$ cat config.mk
export PLATFORM = sky130hd
export DESIGN_NAME = mc_maindec
export DESIGN_NICKNAME = d
export VERILOG_FILES = /design/src/rtl/mc_maindec.sv
export SDC_FILE = /design/constraint.sdc
export NUM_CORES = 1
export LEC_CHECK = 0
export CELL_PAD_IN_SITES_DETAIL_PLACEMENT = 2
export CELL_PAD_IN_SITES_GLOBAL_PLACEMENT = 2
export CORE_ASPECT_RATIO = 1.1
export CORE_MARGIN = 10
export CORE_UTILIZATION = 20
export CTS_BUF_LIST = sky130_fd_sc_hd__clkbuf_16
export CTS_CLUSTER_DIAMETER = 30
export DETAILED_ROUTE_END_ITERATION = 10
export PLACE_DENSITY = 0.93
export SYNTH_ARGS = -nofsm -noshare
export SYNTH_HDL_FRONTEND = slang
export SYNTH_SLANG_ARGS = --single-unit
$ cat constraint.sdc
create_clock -name clk -period 2.6 [get_ports clk]
set_input_delay 0.39 -clock clk [delete_from_list [all_inputs] [get_ports clk]]
set_output_delay 0.39 -clock clk [all_outputs]
set_load 0.01 [all_outputs]
$ cat src/rtl/mc_maindec.sv
// Multicycle MIPS main control FSM with req/rdy memory handshake and optional wait timeout.
// Define MC_MAINDEC_INSTR_CNT_EN to add the retired-instruction counter output instr_cnt.
module mc_maindec #(
    parameter int OPCODE_W = 6,
    parameter int TIMEOUT  = 0,
    parameter int TO_W     = 8,
    parameter int CNT_W    = 32
) (
    input  logic                clk,
    input  logic                rst,
    input  logic [OPCODE_W-1:0] opcode,
    input  logic                zero,
    input  logic                mem_rdy,
    output logic                mem_req,
    output logic                mem_we,
    output logic                iord,
    output logic                ir_we,
    output logic                pc_we,
    output logic [1:0]          pc_src,
    output logic                alu_src_a,
    output logic [1:0]          alu_src_b,
    output logic [1:0]          alu_op,
    output logic [1:0]          reg_dst,
    output logic                we_reg,
    output logic                dm2reg,
    output logic                pc2reg,
    output logic                instr_done,
    output logic                illegal,
    output logic                mem_to,
    output logic [3:0]          state
`ifdef MC_MAINDEC_INSTR_CNT_EN
    ,
    output logic [CNT_W-1:0]    instr_cnt
`endif
);

    typedef enum logic [3:0] {
        S_FETCH   = 4'd0,  S_DECODE = 4'd1,  S_MEMADR = 4'd2,  S_MEMRD  = 4'd3,
        S_MEMWB   = 4'd4,  S_MEMWR  = 4'd5,  S_EXEC   = 4'd6,  S_ALUWB  = 4'd7,
        S_BRANCH  = 4'd8,  S_ADDIEX = 4'd9,  S_ADDIWB = 4'd10, S_JUMP   = 4'd11,
        S_JAL     = 4'd12, S_ILLEGAL = 4'd13
    } state_t;

    typedef struct packed {
        logic       mem_req;
        logic       mem_we;
        logic       iord;
        logic       ir_we;
        logic       pc_we;
        logic [1:0] pc_src;
        logic       alu_src_a;
        logic [1:0] alu_src_b;
        logic [1:0] alu_op;
        logic [1:0] reg_dst;
        logic       we_reg;
        logic       dm2reg;
        logic       pc2reg;
        logic       instr_done;
        logic       illegal;
        logic       mem_to;
    } ctl_t;

    localparam logic [OPCODE_W-1:0] OP_RTYPE = OPCODE_W'(6'h00);
    localparam logic [OPCODE_W-1:0] OP_J     = OPCODE_W'(6'h02);
    localparam logic [OPCODE_W-1:0] OP_JAL   = OPCODE_W'(6'h03);
    localparam logic [OPCODE_W-1:0] OP_BEQ   = OPCODE_W'(6'h04);
    localparam logic [OPCODE_W-1:0] OP_ADDI  = OPCODE_W'(6'h08);
    localparam logic [OPCODE_W-1:0] OP_LW    = OPCODE_W'(6'h23);
    localparam logic [OPCODE_W-1:0] OP_SW    = OPCODE_W'(6'h2b);

    if (TIMEOUT < 0 || (TO_W < 31 && TIMEOUT >= (1 << TO_W)) || CNT_W < 1) begin : g_bad_cfg
        $error("mc_maindec: TIMEOUT must be in [0, 2**TO_W) and CNT_W >= 1");
    end

    state_t          state_q, state_d;
    logic [TO_W-1:0] wait_q, wait_d;
    logic            in_mem, timeout;
    ctl_t            ctl;

    always_comb begin
        in_mem  = (state_q == S_FETCH) || (state_q == S_MEMRD) || (state_q == S_MEMWR);
        timeout = (TIMEOUT > 0) && in_mem && !mem_rdy && (wait_q == TO_W'(TIMEOUT - 1));
        // Any exit from a memory state (or non-memory state) leaves the counter at 0.
        wait_d  = '0;
        if (in_mem && !mem_rdy && !timeout)
            wait_d = (wait_q == '1) ? wait_q : wait_q + 1'b1;

        state_d = S_FETCH;
        ctl     = '0;
        case (state_q)
            S_FETCH: begin
                ctl.mem_req   = 1'b1;
                ctl.alu_src_b = 2'b01;
                ctl.ir_we     = mem_rdy;
                ctl.pc_we     = mem_rdy;
                state_d       = mem_rdy ? S_DECODE : S_FETCH;
            end
            S_DECODE: begin
                ctl.alu_src_b = 2'b11;
                case (opcode)
                    OP_LW, OP_SW: state_d = S_MEMADR;
                    OP_RTYPE:     state_d = S_EXEC;
                    OP_BEQ:       state_d = S_BRANCH;
                    OP_ADDI:      state_d = S_ADDIEX;
                    OP_J:         state_d = S_JUMP;
                    OP_JAL:       state_d = S_JAL;
                    default:      state_d = S_ILLEGAL;
                endcase
            end
            S_MEMADR: begin
                ctl.alu_src_a = 1'b1;
                ctl.alu_src_b = 2'b10;
                if (opcode == OP_LW)      state_d = S_MEMRD;
                else if (opcode == OP_SW) state_d = S_MEMWR;
            end
            S_MEMRD: begin
                ctl.mem_req = 1'b1;
                ctl.iord    = 1'b1;
                state_d     = mem_rdy ? S_MEMWB : S_MEMRD;
            end
            S_MEMWB: begin
                ctl.dm2reg     = 1'b1;
                ctl.we_reg     = 1'b1;
                ctl.instr_done = 1'b1;
            end
            S_MEMWR: begin
                ctl.mem_req    = 1'b1;
                ctl.mem_we     = 1'b1;
                ctl.iord       = 1'b1;
                ctl.instr_done = mem_rdy;
                state_d        = mem_rdy ? S_FETCH : S_MEMWR;
            end
            S_EXEC: begin
                ctl.alu_src_a = 1'b1;
                ctl.alu_op    = 2'b10;
                state_d       = S_ALUWB;
            end
            S_ALUWB: begin
                ctl.reg_dst    = 2'b01;
                ctl.we_reg     = 1'b1;
                ctl.instr_done = 1'b1;
            end
            S_BRANCH: begin
                ctl.alu_src_a  = 1'b1;
                ctl.alu_op     = 2'b01;
                ctl.pc_src     = 2'b01;
                ctl.pc_we      = zero;
                ctl.instr_done = 1'b1;
            end
            S_ADDIEX: begin
                ctl.alu_src_a = 1'b1;
                ctl.alu_src_b = 2'b10;
                state_d       = S_ADDIWB;
            end
            S_ADDIWB: begin
                ctl.we_reg     = 1'b1;
                ctl.instr_done = 1'b1;
            end
            S_JUMP: begin
                ctl.pc_src     = 2'b10;
                ctl.pc_we      = 1'b1;
                ctl.instr_done = 1'b1;
            end
            S_JAL: begin
                ctl.pc_src     = 2'b10;
                ctl.pc_we      = 1'b1;
                ctl.reg_dst    = 2'b10;
                ctl.pc2reg     = 1'b1;
                ctl.we_reg     = 1'b1;
                ctl.instr_done = 1'b1;
            end
            S_ILLEGAL: ctl.illegal = 1'b1;
            default: ;
        endcase
        // mem_rdy already excluded from timeout, so a same-cycle completion wins.
        if (timeout) state_d = S_FETCH;
        ctl.mem_to = timeout;
    end

    always_ff @(posedge clk) begin
        if (!rst) begin
            state_q <= S_FETCH;
            wait_q  <= '0;
        end else begin
            state_q <= state_d;
            wait_q  <= wait_d;
        end
    end

    assign {mem_req, mem_we, iord, ir_we, pc_we, pc_src, alu_src_a, alu_src_b, alu_op,
            reg_dst, we_reg, dm2reg, pc2reg, instr_done, illegal, mem_to} = rst ? ctl : '0;
    assign state = rst ? state_q : 4'd0;

`ifdef MC_MAINDEC_INSTR_CNT_EN
    logic [CNT_W-1:0] cnt_q, cnt_d;

    always_comb cnt_d = cnt_q + CNT_W'(instr_done);

    always_ff @(posedge clk) begin
        if (!rst) cnt_q <= '0;
        else      cnt_q <= cnt_d;
    end

    assign instr_cnt = cnt_q;
`endif

endmodule

======== After elaboration in Yosys (flattened, before gate mapping) ========
Index checks and enable logic that the tools add are counted.
storage, ports and cells
  output and inout bits ................... 24
  flip-flop bits (word level) ............. 4
  input bits .............................. 10
  logic and storage cells ................. 54
cells by class
  equality and inequality tests ........... 19
  reductions and logical operators ........ 10
  multiplexer cells ....................... 24
operator list
  kind                                           number
  one-hot mux 4 bit (7 select lines)             1
  == test 4 bit, second input constant           6
  one-hot mux 4 bit (6 select lines)             1
  two-way mux 20 bit                             1
  == test 4 x 3 -> 1 bit, second input constant  4
  == test 6 x 2 -> 1 bit, second input constant  2
  == test 6 bit, second input constant           2
  one-hot mux 2 bit (2 select lines)             3
  two-way mux 1 bit                              10
  two-way mux 3 bit                              3
  == test 4 x 2 -> 1 bit, second input constant  2
  two-way mux 4 bit                              2
  OR reduction 2 bit                             4
  OR reduction 4 bit                             2
  == test 6 x 3 -> 1 bit, second input constant  1
  == test 6 x 4 -> 1 bit, second input constant  1
  logical NOT 6 bit                              1
  one-hot mux 2 bit (3 select lines)             1
  OR reduction 6 bit                             1
  == test 4 x 1 -> 1 bit, second input constant  1
  logical NOT 4 bit                              1
  one-hot mux 1 bit (3 select lines)             1
  OR reduction 3 bit                             1
  one-hot mux 1 bit (2 select lines)             1

======== Logic depth before layout (Yosys ltp) ========
  depth after elaboration ................. 4
  gate-level depth with buffers ........... 6
  mapped depth without buffers ............ 4

======== Worst setup path after synthesis ========
No wires, ideal clock.
  path kind ............................... reg-to-output
  start point ............................. register state_q[2]
  end point ............................... output reg_dst[1]
  data required time ...................... 2.210 ns
  path buffers ............................ 3
  arrival ................................. 1.317 ns
  setup slack ............................. 0.893 ns
  stages on the path, launching flop included .. 6
  cell sequence ........................... dfxtp_1 > buf_2 > buf_1 > nand2_1 > nor3_1 > buf_4
on the way
  word-level cells in the longest chain between the ends .. 3
  elaborated cells on any way between the ends .. 4
  classes of those cells .................. 2 x eq/ne; 2 x mux
RTL lines
  item                                                     line  text
  from (decl)                                              75    state_t state_q, state_d;
  from (signal assigned)                                   185   state_q <= state_d;
  == test 4 bit or == test 4 x 3 -> 1 bit (tied branches)  90    case (state_q)
  one-hot mux 2 bit (2 select lines) *                     90
  two-way mux 20 bit *                                     191   reg_dst, we_reg, dm2reg, pc2reg, instr_done, illegal, mem_to} = rst ? ctl : '0;
  to (decl)                                                23    output logic [1:0] reg_dst,
Mark *: on every way between the ends. The rest lies on a longest branch, timed or not.

======== Worst setup path after layout ========
  start point ............................. register state_q[0]
  end point ............................... output pc_we
on the way
  word-level cells in the longest chain between the ends .. 4
  elaborated cells on any way between the ends .. 7
  classes of those cells .................. 3 x eq/ne; 2 x mux; 2 x reduce/logical
RTL lines
  item                                  line  text
  == test 4 bit                         90
  OR reduction 2 bit (no line)          -
  one-hot mux 1 bit (3 select lines) *  90
  two-way mux 20 bit *                  191
  to (decl)                             18    output logic pc_we,
Marks and branches as above.

==> results_dict.tcl <==
set metrics [dict create \
    rows 22 \
    slew_violations 0 \
    die_area_um2 6089 \
    rsz0062_at_grt "false" \
    largest_reg_flops 4 \
    required_ns 2.21 \
    cellPowerDensity_nw_per_um2 602.0 \
    maxCapViolCount 0 \
    avgSynthCellArea_um2 6.291 \
    cts_tree "done" \
    grtUsageTotal_pct 10.42 \
    min_period_ns 2.434 \
    synth_area_um2 673.1 \
    core_area_um2 3276 \
    fin_nets 151 \
    antenna_cells 0 \
    globalplace.congestion 0.8489 \
    postSynthCellCount 107 \
    detail_route.iter0.violations 23 \
    root_buffer "clkbuf_16" \
    crit_arrival_ns 2.04 \
    viasPerCell 5.263 \
    slew_headroom_pct 65.17 \
    io_pins 34 \
    tightest_slew_ns 0.5217 \
    ys_seq_area_share_pct 11.90 \
    fmax_mhz 410.8 \
    area_growth_pct 67.84 \
    cts_sinks 4 \
    antenna_found_initial 0 \
    totalWireLength_um 3145 \
    wire_per_inst_um 17.97 \
    power_leakage_uw 0.0004159 \
    grt_max_degree 17 \
    startpoint_type "flop" \
    die_h_um 80.85 \
    final-setup-viol-count 0 \
    reg_top3 "state_q (4)" \
    clock_latency_ns 0.22 \
    fin_crit_sh_pct 93.63 \
    synthesis.nets 117 \
    h-tree-depth 1 \
    power.total_uw 680.2 \
    clock_path_buffers 2 \
    cts_buffers 3 \
    max-vdd-ir-drop_mv 0.1394 \
    gr-total-overflow 0 \
    criticalPathCategory "reg2out" \
    grt_pass1_wl_um 5037 \
    place.port_buffers 32 \
    dp_hpwl_um 2571 \
    grt_pass1_vias 1043 \
    critPathCaptureType "output port" \
    ant_nets 0 \
    regMostFlops "state_q" \
    vias 921 \
    yosysUniqueCellTypes 39 \
    drc 0 \
    fin_util_pct 34.49 \
    hold_viol 0 \
    skew_ns 0.0003445 \
    status "completed" \
    hp-class "reg2reg" \
    fin_tns_setup_ns 0 \
    die_x_um 75.32 \
    clk_pin_slew_ns 0.03 \
    synth-seq-cells 4 \
    drive_above_1_share_pct 12.95 \
    cp_max_fo 8 \
    start_util_pct 20.55 \
    dr.pass1.iters 2 \
    yosysWarnings 0 \
]
-- stage by stage --
stage                     area (um^2)  setup WS (ns)  std cells  hold slack [ns]
final                            1130         0.1657        175           0.6472
after global routing             1130       0.006158        175           0.7126
after CTS                        1125        0.04909        175           0.6624
after detailed placement         1044         0.1035        172           0.6195
after global placement           1044        0.07796        172           0.5860
after floorplan                 673.1         0.8930        107           0.5640
-- metal layers --
layer | up-vias | track usage [%] | wire (um)
met3 | 4 | 1.585 | 152
li1 | 447 | - | -
met4 | 0 | 3.903 | 64
met1 | 444 | 10.14 | 1194
met5 | - | 0 | 0
met2 | 26 | 20.94 | 1734
-- Yosys cell counts --
master / number / area share (%)
o311ai_0: 1 / 1.3
nand4_1: 1 / 0.93
nor3b_1: 4 / 4.5
clkbuf_1: 2 / 1.1
buf_2: 5 / 3.7
nand2b_1: 2 / 1.9
o21ai_0: 8 / 5.9
a21boi_0: 1 / 1.1
o31a_1: 1 / 1.3
o22ai_1: 1 / 0.93
conb_1: 1 / 0.56
nor2b_1: 3 / 2.8
nor4_1: 1 / 0.93
o311a_1: 1 / 1.5
nand4b_1: 1 / 1.3
or3_1: 4 / 3.7
a2111oi_2: 1 / 2.2
a21oi_1: 5 / 3.7
and3b_1: 1 / 1.3
a21o_1: 2 / 2.2
or4_4: 1 / 1.7
inv_1: 3 / 1.7
mux2_2: 1 / 1.7
and2_1: 6 / 5.6
nor4b_1: 1 / 1.3
o21ai_1: 1 / 0.74
buf_1: 2 / 1.1
nand2_1: 10 / 5.6
o211a_1: 1 / 1.5
xnor2_1: 2 / 2.6
nand3_1: 2 / 1.5
nor2_1: 12 / 6.7
and3_1: 1 / 0.93
a31oi_1: 4 / 3.7
o21a_1: 1 / 1.1
buf_4: 2 / 2.2
a211oi_1: 1 / 1.1
nor3_1: 6 / 4.5
dfxtp_1: 4 / 12
-- worst paths after layout --
path | depth (start not counted) | from | end | slack [ns]
setup reg to reg | 5 | state_q[2] | state_q[1] | 1.04
hold reg to reg | 2 | state_q[0] | state_q[3] | 0.65
setup / recovery | 6 | state_q[0] | pc_we | 0.17
hold / removal | 2 | state_q[0] | state_q[3] | 0.65
-- where the power goes --
| part | switching, uW | internal (uW) | total, uW |
|---|---|---|---|
| Clock | 41.1 | 196 | 237 |
| Sequential | 31.3 | 74.0 | 105 |
| Combinational | 176 | 161 | 337 |
| Total | 249 | 431 | 680 |
-- critical path: stages (launching register included) --
cell	delay [ns]
dfxtp_1	0.36
buf_4	0.19
nor2_1	0.24
a31oi_1	0.13
o22ai_1	0.18
and2_1	0.16
clkdlybuf4s50_1	0.54
-- timing repair --
item                       CTS  global route
pin swaps                    0             0
hold buffers                 0             0
setup endpoints to repair    1             3
resized for setup            1             3
buffers inserted             0             0
-- cells by family after synthesis --
family / after synthesis / synth area share [%]
buffers and inverters: 14 / 9.851
other: 1 / 0.5571
AO/OA/AOI/OAI: 29 / 28.44
AND/OR/NAND/NOR: 56 / 44.98
XOR/XNOR: 2 / 2.603
flip-flops: 4 / 11.90
multiplexers: 1 / 1.673
-- area by class of cell --
type	count	area (um^2)
timing repair buffer	40	380.4
inverter	3	11.26
clock buffer	3	75.07
fill	391	2146
sequential	4	82.58
tap	36	45.04
multi-input combinational	89	535.5
-- cell usage in the layout, fill, tap and decap left out, types with 3 or more instances in the layout --
| master | n |
|---|---|
| clkdlybuf4s50_1 | 32 |
| nor2_1 | 12 |
| nand2_1 | 10 |
| o21ai_0 | 8 |
| buf_4 | 8 |
| and2_1 | 6 |
| nor3_1 | 6 |
| a21oi_1 | 5 |
| a31oi_1 | 4 |
| nor3b_1 | 4 |
| or3_1 | 4 |
| inv_1 | 3 |
| nor2b_1 | 3 |
| clkbuf_16 | 3 |
(Power assumes the default switching activity.)
